===== config.mk =====
export PLATFORM = sky130hd
export DESIGN_NAME = bsg_manycore_vcache_dma_wh_concentrator_flat
export DESIGN_NICKNAME = d
export VERILOG_FILES = /design/src/rtl/bsg_manycore_vcache_dma_wh_concentrator_if.sv /design/src/rtl/bsg_manycore_vcache_dma_wh_concentrator.sv /design/src/flat_wrapper.sv
export SDC_FILE = /design/constraint.sdc
export NUM_CORES = 1
export LEC_CHECK = 0
export ABC_AREA = 1
export BUFFER_PORTS_ARGS = -buffer_cell sky130_fd_sc_hd__buf_2
export CELL_PAD_IN_SITES_DETAIL_PLACEMENT = 1
export CELL_PAD_IN_SITES_GLOBAL_PLACEMENT = 1
export CORE_ASPECT_RATIO = 0.9
export CORE_MARGIN = 4
export CORE_UTILIZATION = 24
export DETAILED_ROUTE_END_ITERATION = 16
export HOLD_SLACK_MARGIN = 0.06
export PLACE_DENSITY_LB_ADDON = 0.1
export SETUP_SLACK_MARGIN = 0.2
export SYNTH_ARGS = -nofsm -noshare
export SYNTH_HDL_FRONTEND = slang
export SYNTH_SLANG_ARGS = --single-unit

===== constraint.sdc =====
create_clock -name clk_i -period 2.9 [get_ports clk_i]
set_input_delay 0.29 -clock clk_i [delete_from_list [all_inputs] [get_ports clk_i]]
set_output_delay 0.29 -clock clk_i [all_outputs]
set_load 0.03 [all_outputs]

===== src/rtl/bsg_manycore_vcache_dma_wh_concentrator_if.sv =====
// Bundle of handshake/data signals between the vcache DMA channels, the
// wormhole router P port and the concentrator.
//   in_*   : forward flits from num_in_p channels (valid/ready_and)
//   out_*  : concentrated forward flit toward the router
//   ret_*  : return flit from the router and its per-channel fan-out
//   err_o  : sticky flag for dropped return packets with an illegal cid
// modport master = environment (channels + router), slave = concentrator.
interface bsg_manycore_vcache_dma_wh_concentrator_if #(
  parameter int num_in_p     = 2,
  parameter int flit_width_p = 32
);
  logic [num_in_p*flit_width_p-1:0] in_data_i;
  logic [num_in_p-1:0]              in_v_i;
  logic [num_in_p-1:0]              in_ready_and_o;
  logic [flit_width_p-1:0]          out_data_o;
  logic                             out_v_o;
  logic                             out_ready_and_i;
  logic [flit_width_p-1:0]          ret_data_i;
  logic                             ret_v_i;
  logic                             ret_ready_and_o;
  logic [num_in_p*flit_width_p-1:0] ret_data_o;
  logic [num_in_p-1:0]              ret_v_o;
  logic [num_in_p-1:0]              ret_ready_and_i;
  logic                             err_o;

  modport master (
    output in_data_i, in_v_i, out_ready_and_i, ret_data_i, ret_v_i, ret_ready_and_i,
    input  in_ready_and_o, out_data_o, out_v_o, ret_ready_and_o, ret_data_o, ret_v_o, err_o
  );

  modport slave (
    input  in_data_i, in_v_i, out_ready_and_i, ret_data_i, ret_v_i, ret_ready_and_i,
    output in_ready_and_o, out_data_o, out_v_o, ret_ready_and_o, ret_data_o, ret_v_o, err_o
  );
endinterface


===== src/rtl/bsg_manycore_vcache_dma_wh_concentrator.sv =====
// Concentrates num_in_p vcache DMA wormhole channels onto one wormhole link
// and steers return packets back to the channel named by the header cid.
// Ports:
//   clk_i      clock
//   reset_n_i  asynchronous active-low reset
//   link       slave side of the concentrator interface (forward, return, err)
// Forward: round-robin grant among valid headers, locked to the winner until
// its last body flit; header cid optionally stamped with the channel index.
// Return: cid demux with a sink path (and sticky err) for cid >= num_in_p.
// Zero latency on both paths; only FSM state, counters and pointers are stored.
module bsg_manycore_vcache_dma_wh_concentrator #(
  parameter int num_in_p     = 2,
  parameter int flit_width_p = 32,
  parameter int cord_width_p = 8,
  parameter int len_width_p  = 4,
  parameter int cid_width_p  = 2,
  parameter int stamp_cid_p  = 1
) (
  input logic clk_i,
  input logic reset_n_i,
  bsg_manycore_vcache_dma_wh_concentrator_if.slave link
);
  localparam int lg_lp      = (num_in_p > 1) ? $clog2(num_in_p) : 1;
  localparam int len_lsb_lp = cord_width_p;
  localparam int cid_lsb_lp = cord_width_p + len_width_p;

  localparam logic [0:0] f_idle_lp = 1'b0;
  localparam logic [0:0] f_busy_lp = 1'b1;
  localparam logic [1:0] r_idle_lp = 2'd0;
  localparam logic [1:0] r_busy_lp = 2'd1;
  localparam logic [1:0] r_drop_lp = 2'd2;

  logic [flit_width_p-1:0] in_flit [num_in_p];

  genvar gi;
  generate
    for (gi = 0; gi < num_in_p; gi++) begin : g_ch
      assign in_flit[gi] = link.in_data_i[gi*flit_width_p +: flit_width_p];
      // Return flit is broadcast; only ret_v_o selects the destination.
      assign link.ret_data_o[gi*flit_width_p +: flit_width_p] = link.ret_data_i;
    end
  endgenerate

  // ---------------- forward path ----------------
  logic [0:0]             fstate_reg;
  logic [len_width_p-1:0] fcnt_reg;
  logic [lg_lp-1:0]       lock_reg, rr_reg;
  logic [lg_lp-1:0]       grant, sel;
  logic [lg_lp:0]         idx;
  logic                   any_v, f_fire;
  logic [flit_width_p-1:0] out_flit;

  // Scan downward so the lowest offset from rr_reg is the last (winning) hit.
  always_comb begin
    grant = rr_reg;
    any_v = 1'b0;
    idx   = '0;
    for (int i = num_in_p-1; i >= 0; i--) begin
      idx = {1'b0, rr_reg} + (lg_lp+1)'(i);
      if (idx >= (lg_lp+1)'(num_in_p)) idx = idx - (lg_lp+1)'(num_in_p);
      if (link.in_v_i[idx[lg_lp-1:0]]) begin
        grant = idx[lg_lp-1:0];
        any_v = 1'b1;
      end
    end
  end

  assign sel = (fstate_reg == f_busy_lp) ? lock_reg : grant;

  always_comb begin
    out_flit = in_flit[sel];
    // Only headers (IDLE) are stamped; body flits pass untouched.
    if (stamp_cid_p != 0 && fstate_reg == f_idle_lp)
      out_flit[cid_lsb_lp +: lg_lp] = grant;
  end

  always_comb begin
    link.in_ready_and_o = '0;
    if (reset_n_i && (fstate_reg == f_busy_lp || any_v))
      link.in_ready_and_o[sel] = link.out_ready_and_i;
  end

  assign link.out_data_o = out_flit;
  assign link.out_v_o    = reset_n_i &
                           ((fstate_reg == f_busy_lp) ? link.in_v_i[lock_reg] : any_v);
  assign f_fire          = link.out_v_o & link.out_ready_and_i;

  always_ff @(posedge clk_i or negedge reset_n_i) begin
    if (!reset_n_i) begin
      fstate_reg <= f_idle_lp;
      fcnt_reg   <= '0;
      lock_reg   <= '0;
      rr_reg     <= '0;
    end else if (f_fire) begin
      if (fstate_reg == f_idle_lp) begin
        rr_reg <= (grant == lg_lp'(num_in_p-1)) ? '0 : grant + 1'b1;
        if (out_flit[len_lsb_lp +: len_width_p] != '0) begin
          fstate_reg <= f_busy_lp;
          fcnt_reg   <= out_flit[len_lsb_lp +: len_width_p];
          lock_reg   <= grant;
        end
      end else begin
        fcnt_reg <= fcnt_reg - 1'b1;
        if (fcnt_reg == len_width_p'(1)) fstate_reg <= f_idle_lp;
      end
    end
  end

  // ---------------- return path ----------------
  logic [1:0]             rstate_reg;
  logic [len_width_p-1:0] rcnt_reg;
  logic [cid_width_p-1:0] rdest_reg, hdr_cid, dest;
  logic [len_width_p-1:0] hdr_len;
  logic                   drop, r_fire, err_reg;

  assign hdr_cid = link.ret_data_i[cid_lsb_lp +: cid_width_p];
  assign hdr_len = link.ret_data_i[len_lsb_lp +: len_width_p];

  always_comb begin
    if (rstate_reg == r_idle_lp) begin
      dest = hdr_cid;
      // Widen by one bit so num_in_p == 2^cid_width_p does not truncate to 0.
      drop = ({1'b0, hdr_cid} >= (cid_width_p+1)'(num_in_p));
    end else begin
      dest = rdest_reg;
      drop = (rstate_reg == r_drop_lp);
    end
  end

  always_comb begin
    link.ret_v_o         = '0;
    link.ret_ready_and_o = 1'b0;
    if (reset_n_i) begin
      if (drop) begin
        link.ret_ready_and_o = 1'b1;
      end else begin
        for (int i = 0; i < num_in_p; i++) begin
          if (dest == cid_width_p'(i)) begin
            link.ret_v_o[i]      = link.ret_v_i;
            link.ret_ready_and_o = link.ret_ready_and_i[i];
          end
        end
      end
    end
  end

  assign r_fire     = link.ret_v_i & link.ret_ready_and_o;
  assign link.err_o = err_reg;

  always_ff @(posedge clk_i or negedge reset_n_i) begin
    if (!reset_n_i) begin
      rstate_reg <= r_idle_lp;
      rcnt_reg   <= '0;
      rdest_reg  <= '0;
      err_reg    <= 1'b0;
    end else if (r_fire) begin
      if (drop) err_reg <= 1'b1;
      if (rstate_reg == r_idle_lp) begin
        if (hdr_len != '0) begin
          rstate_reg <= drop ? r_drop_lp : r_busy_lp;
          rcnt_reg   <= hdr_len;
          rdest_reg  <= hdr_cid;
        end
      end else begin
        rcnt_reg <= rcnt_reg - 1'b1;
        if (rcnt_reg == len_width_p'(1)) rstate_reg <= r_idle_lp;
      end
    end
  end
endmodule


===== src/flat_wrapper.sv =====
// flat-port wrapper written by rule: the top's interface ports become plain ports
module bsg_manycore_vcache_dma_wh_concentrator_flat 
#(
  parameter int num_in_p     = 2,
  parameter int flit_width_p = 32,
  parameter int cord_width_p = 8,
  parameter int len_width_p  = 4,
  parameter int cid_width_p  = 2,
  parameter int stamp_cid_p  = 1
)
  (clk_i, reset_n_i, link_in_data_i, link_in_v_i, link_out_ready_and_i, link_ret_data_i, link_ret_v_i, link_ret_ready_and_i, link_in_ready_and_o, link_out_data_o, link_out_v_o, link_ret_ready_and_o, link_ret_data_o, link_ret_v_o, link_err_o);
  bsg_manycore_vcache_dma_wh_concentrator_if #(.num_in_p(num_in_p), .flit_width_p(flit_width_p)) link_i ();
  input logic clk_i;
  input logic reset_n_i;
  input wire logic [$bits(link_i.in_data_i)-1:0] link_in_data_i;
  input wire logic [$bits(link_i.in_v_i)-1:0] link_in_v_i;
  input wire logic [$bits(link_i.out_ready_and_i)-1:0] link_out_ready_and_i;
  input wire logic [$bits(link_i.ret_data_i)-1:0] link_ret_data_i;
  input wire logic [$bits(link_i.ret_v_i)-1:0] link_ret_v_i;
  input wire logic [$bits(link_i.ret_ready_and_i)-1:0] link_ret_ready_and_i;
  output wire logic [$bits(link_i.in_ready_and_o)-1:0] link_in_ready_and_o;
  output wire logic [$bits(link_i.out_data_o)-1:0] link_out_data_o;
  output wire logic [$bits(link_i.out_v_o)-1:0] link_out_v_o;
  output wire logic [$bits(link_i.ret_ready_and_o)-1:0] link_ret_ready_and_o;
  output wire logic [$bits(link_i.ret_data_o)-1:0] link_ret_data_o;
  output wire logic [$bits(link_i.ret_v_o)-1:0] link_ret_v_o;
  output wire logic [$bits(link_i.err_o)-1:0] link_err_o;
  assign link_i.in_data_i = link_in_data_i;
  assign link_i.in_v_i = link_in_v_i;
  assign link_i.out_ready_and_i = link_out_ready_and_i;
  assign link_i.ret_data_i = link_ret_data_i;
  assign link_i.ret_v_i = link_ret_v_i;
  assign link_i.ret_ready_and_i = link_ret_ready_and_i;
  assign link_in_ready_and_o = link_i.in_ready_and_o;
  assign link_out_data_o = link_i.out_data_o;
  assign link_out_v_o = link_i.out_v_o;
  assign link_ret_ready_and_o = link_i.ret_ready_and_o;
  assign link_ret_data_o = link_i.ret_data_o;
  assign link_ret_v_o = link_i.ret_v_o;
  assign link_err_o = link_i.err_o;
  bsg_manycore_vcache_dma_wh_concentrator #(.num_in_p(num_in_p), .flit_width_p(flit_width_p), .cord_width_p(cord_width_p), .len_width_p(len_width_p), .cid_width_p(cid_width_p), .stamp_cid_p(stamp_cid_p)) u_core (.clk_i(clk_i), .reset_n_i(reset_n_i), .link(link_i));
endmodule

# Word level (Yosys, flattened, before mapping)
# Index checks and enable logic that the tools add are counted.
# W data, S select, Z words.
[totals] regBits=16
[op_classes] magnitude_cmp=9 reduce_logical=16 bitwise_logic=6 n_addsub=6 n_eq_ne=5 n_mux=43
[ops] operator="$mux W32" n=3
[ops] operator="$mux W1" n=27
[ops] operator="$mux W2" n=8
[ops] operator="$mux W4" n=4
[ops] operator="$reduce_and A3 Y1" n=3
[ops] operator="$eq A4 B1 Y1 const B" n=2
[ops] operator="$lt A1 B2 Y1 const B" n=4
[ops] operator="$reduce_and A2 Y1" n=4
[ops] operator="$reduce_bool A4 Y1" n=2
[ops] operator="$sub A4 B1 Y4 const B" n=2
[ops] operator="$ge A2 B2 Y1 const B" n=3
[ops] operator="$logic_not A2 Y1" n=2
[ops] operator="$reduce_bool A2 Y1" n=2
[ops] operator="$and A1 B1 Y1" n=3
[ops] operator="$add A1 B1 Y2 const B" n=1
[ops] operator="$and A2 B2 Y2" n=1
[ops] operator="$eq A2 B1 Y1 const B" n=1
[ops] operator="$eq A2 B2 Y1 const B" n=1
[ops] operator="$ge A1 B2 Y1 const B" n=1
[ops] operator="$logic_and A1 B1 Y1" n=2
[ops] operator="$ne A2 B2 Y1 const B" n=1
[ops] operator="$not A1 Y2" n=1
[ops] operator="$sub A1 B1 Y1 const B" n=2
[ops] operator="$add A1 B1 Y1 const B" n=1
[ops] operator="4 further kinds" n=4

# Longest topological paths before layout
[logic_depth] depth_word=15 depth_mapped=12

# Worst setup path after synthesis
# Ideal clock, no wire load.
[synth_timing] kind="flip-flop to output port" startpoint="register u_core.fstate_reg" endpoint="output port link_out_data_o[12]" stages_incl_launch_ff=7 t_arrival_ns=1.704 required_ns=2.610 setup_slack_ns=0.906 path_cell_list="dfrtp_1 > inv_2 > nand3_4 > nand2_4 > buf_2 > o21ai_0 > o21ai_0"
[synth_between] elab_chain_len=6
[synth_rtl] item="start, declared" line="bsg_manycore_vcache_dma_wh_concentrator.sv:45" rtl="logic [0:0] fstate_reg;"
[synth_rtl] item="start signal, assigned" line="bsg_manycore_vcache_dma_wh_concentrator.sv:90" rtl="fstate_reg <= f_idle_lp;"
[synth_rtl] item="start signal, assigned" line="bsg_manycore_vcache_dma_wh_concentrator.sv:98" rtl="fstate_reg <= f_busy_lp;"
[synth_rtl] item="start signal, assigned" line="bsg_manycore_vcache_dma_wh_concentrator.sv:104" rtl="if (fcnt_reg == len_width_p'(1)) fstate_reg <= f_idle_lp;"
[synth_rtl] item="$mux W1" line="bsg_manycore_vcache_dma_wh_concentrator.sv:68" rtl="assign sel = (fstate_reg == f_busy_lp) ? lock_reg : grant;"
[synth_rtl] item="$not A1 Y2 (not written as such)" line="bsg_manycore_vcache_dma_wh_concentrator.sv:71" rtl="out_flit = in_flit[sel];"
[synth_rtl] item="$mux W32 (not written as such) (3 in a row)" line="bsg_manycore_vcache_dma_wh_concentrator.sv:71"
[synth_rtl] item="$mux W1 *" line="bsg_manycore_vcache_dma_wh_concentrator.sv:73" rtl="if (stamp_cid_p != 0 && fstate_reg == f_idle_lp)"
[synth_rtl] item="end, declared" line="flat_wrapper.sv:22" rtl="output wire logic [$bits(link_i.out_data_o)-1:0] link_out_data_o;"
# Every way passes the cells marked *; elsewhere a longest branch is shown, timed or not. The select of a mux whose other input is x is not followed.

# Worst setup path in the final report
[layout_timing] startpoint="register u_core.fstate_reg" endpoint="output port link_out_data_o[19]"
[layout_between] elab_chain_len=5
[layout_rtl] item="$mux W1" line="bsg_manycore_vcache_dma_wh_concentrator.sv:68"
[layout_rtl] item="$not A1 Y2 (not written as such)" line="bsg_manycore_vcache_dma_wh_concentrator.sv:71"
[layout_rtl] item="$mux W32 (not written as such) (3 in a row)" line="bsg_manycore_vcache_dma_wh_concentrator.sv:71"
# No other way between the ends. The select of a mux whose other input is x is not followed.

==> flow_metrics.py <==
metrics = {
    "place": {
        "gp_congestion": 0.745,
        "port-buffer-count": 128,
        "pre_cts_ws_ns": 0.833,
        "dp_cells": 499,
        "dp_hpwl_mm": 5.79,
    },
    "global_route": {
        "grt_pass1_wl_mm": 10.6,
        "grt_util_all_layers_pct": 12.3,
        "grt_pass1_vias": 2167,
        "grt_start_max_net_pins": 29,
        "grt-ovfl-total": 0,
        "antenna_found_initial": 0,
    },
    "synthesis": {
        "yosysSeqAreaShare_pct": 19.3,
        "synth_edf_count": 0,
        "ys_seq_elements": 16,
        "yosysWarnings": 0,
        "synth_cell_types": 33,
        "syn-cell-area_mm2": 0.00208,
        "syn_area_per_cell_um2": 6.41,
        "syn_nets": 432,
        "synthArstFlopShare_pct": 100,
        "synthFlopType": "dfrtp_1",
        "synthCells": 324,
    },
    "floorplan": {
        "die_height_um": 96.3,
        "start_util_pct": 25.3,
        "core_area_mm2": 0.00822,
        "die_w_um": 106,
        "die_area_mm2": 0.0102,
        "num_rows": 31,
        "ios": 207,
    },
    "detailed_routing": {
        "drt_wl_total_mm": 6.75,
        "drtAntennaViolNets": 0,
        "dr_total_vias": 2117,
        "vias_per_cell": 4.21,
        "wl_per_cell_um": 13.4,
        "drtIter0Drc": 59,
        "drcViolationCount": 0,
        "first_pass_iters": 4,
    },
    "layout": {
        "syn_to_final_growth_pct": 15.8,
        "drive_above_1_share_pct": 42.3,
        "final_nets": 498,
        "nFillCells": 1123,
        "seqCellArea_um2": 400,
        "instances_no_fill": 503,
        "antennaDiodeCount": 0,
        "multiInputGateArea_mm2": 0.00107,
    },
    "clock_network": {
        "cts_max_level": 1,
        "cts_tree": "yes",
        "clk_latency_ns": 0.25,
        "ctsLongestPathBuffers": 2,
        "cts-root-buf": "clkbuf_8",
        "cts_setup_buffers": 0,
        "cts_resized": 0,
        "clk_pin_slew_ns": 0.06,
        "clock-sinks": 16,
        "cts_buffers": 3,
    },
    "pwr": {
        "ir_drop_mv": 0.489,
        "power_leakage_nw": 1.43,
        "netSwitchingFraction_pct": 61.7,
        "p_per_area_mw_per_mm2": 1080,
        "pwr-share-seq_pct": 16.1,
        "comb_power_share_pct": 77.4,
        "switchingPower_mw": 1.60,
        "power.internal_uw": 992,
        "p_total_mw": 2.59,
        "pwr-share-clk_pct": 6.5,
    },
    "timing": {
        "tightest_slew_ns": 0.457,
        "clock_skew_ns": 0.00236,
        "fmax_ghz": 0.435,
        "setup_viol": 0,
        "rsz0062_at_grt": "false",
        "finalWorstSetupSlack_ns": 0.602,
        "slew_violations": 0,
        "fin_crit_sh_pct": 79.3,
        "maxSlewHeadroom_pct": 69.5,
        "setup_tns_ns": 0,
        "hold_violations": 0,
        "fin_crit_ns": 2.30,
    },
    "setup_path": {
        "crit_type": "register to primary output",
        "cp_slowest_cell": "dfrtp_1",
        "arrival_ns": 2.01,
        "path_cells": "inv_2 -> nand3_4 -> nand2_4 -> inv_2 -> nand2_1 -> nand2_1 -> buf_2",
        "endpoint_kind": "primary output",
        "path_buf_inv": 3,
        "max_stage_delay_ns": 0.45,
        "crit_fanout": 28,
        "crit_required_ns": 2.61,
        "cp_top_family": "buffers and inverters",
        "critical_path.startpoint_type": "register",
    },
    "flow_run": {
        "drv_cap": 0,
    },
    "hold_path": {
        "hold_class": "primary input to register",
    },
    "run_status": {
        "status": "finished clean",
    },
}
==> layout make-up <==
type	instances	share of cell area, %
Multi-Input combinational cell	218	44.6
Timing Repair Buffer	132	28.0
Clock buffer	3	1.72
Sequential cell	16	16.6
Inverter	19	3.07
Tap cell	115	5.98
==> metal layers <==
layer / vias up / share of wire (%) / global-route usage [%]
met3: 4 / 9.5 / 4.02
li1: 1069 / - / -
met2: 98 / 50 / 22.7
met1: 946 / 40 / 14.7
met5: - / 0 / 0
met4: 0 / 0.27 / 1.08
==> worst min-delay path, cell delays in order <==
cell and delay [ns]:
buf_2 0.11, nand3_1 0.07, nand2_1 0.06
==> placed cells by master, fill, tap and decap left out, drive strengths merged <==
| cell | Yosys | final |
|---|---|---|
| nor2 | 14 | 14 |
| a31o | 1 | 1 |
| a21oi | 2 | 2 |
| dfrtp | 16 | 16 |
| o31ai | 1 | 1 |
| o21bai | 1 | 1 |
| nand4 | 2 | 2 |
| o21ai | 13 | 13 |
| nand3b | 1 | 1 |
| nor3b | 1 | 1 |
| nand2 | 152 | 152 |
| nor4 | 2 | 2 |
| inv | 19 | 19 |
| nand3 | 18 | 18 |
| xnor2 | 1 | 1 |
| buf | 71 | 131 |
| nor3 | 3 | 3 |
| or2 | 1 | 1 |
| ha | 4 | 4 |
| clkbuf | 0 | 3 |
| a31oi | 1 | 1 |
| dlygate4sd3 | 0 | 1 |
==> cell families after synthesis <==
family          Yosys count  synth area share [%]
buf+inv                  90                  29.0
flops                    16                  19.3
fa+ha+maj                 4                  2.41
simple gates            194                  43.6
xor+xnor                  1                 0.422
compound gates           19                  5.24
==> power by group through the flow <==
| stage | Combinational, mW | Sequential (mW) | Clock [mW] |
|---|---|---|---|
| after floorplan | 1.67 | 0.394 | 0 |
| after global placement | 2.03 | 0.421 | 0 |
| after detailed placement | 2.04 | 0.419 | 0 |
| after CTS | 2.05 | 0.417 | 0.179 |
| after global routing | 2.25 | 0.431 | 0.187 |
| final | 2.01 | 0.416 | 0.168 |
==> stage by stage <==
stage	instance area, um^2	util (%)	hold slack, ns
3_5_place_dp	2360	28.7	0.132
6_report	2410	29.3	0.314
4_1_cts	2410	29.3	0.317
2_1_floorplan	2080	-	-0.00559
3_3_place_gp	2360	28.7	0.130
5_1_grt	2410	29.3	0.344
==> final timing paths <==
check | from | endpoint | slack (ns) | cells past startpoint
worst max register to register | u_core.fstate_reg | u_core.lock_reg | 1.18 | 10
worst max-delay path | u_core.fstate_reg | link_out_data_o[19] | 0.60 | 7
worst min-delay path | link_ret_data_i[12] | u_core.rdest_reg[0] | 0.31 | 3
worst min register to register | u_core.link.err_o | u_core.link.err_o | 0.47 | 1
min in group asynchronous | reset_n_i | u_core.fcnt_reg[0] | 0.39 | 2
max in group asynchronous | reset_n_i | u_core.rcnt_reg[1] | 2.08 | 3
==> timing repair <==
action,CTS,global route
endpoints found under the setup margin,0,0
hold buffers,1,0
endpoints found under the hold margin,3,0
==> Yosys cell counts (3+ instances only) <==
cell | count | share of area (%)
nand2_2 | 8 | 2.4
o21ai_0 | 10 | 2.4
nand3_1 | 14 | 3.4
buf_4 | 65 | 23
buf_2 | 3 | 0.72
nand2_4 | 7 | 3.8
dfrtp_1 | 16 | 19
nor2_1 | 10 | 1.8
inv_2 | 3 | 0.54
nor3_1 | 3 | 0.72
ha_1 | 4 | 2.4
nand2_1 | 137 | 25
inv_1 | 15 | 2.7
nor2_4 | 3 | 1.6
Power figures use the tool's default switching activity.
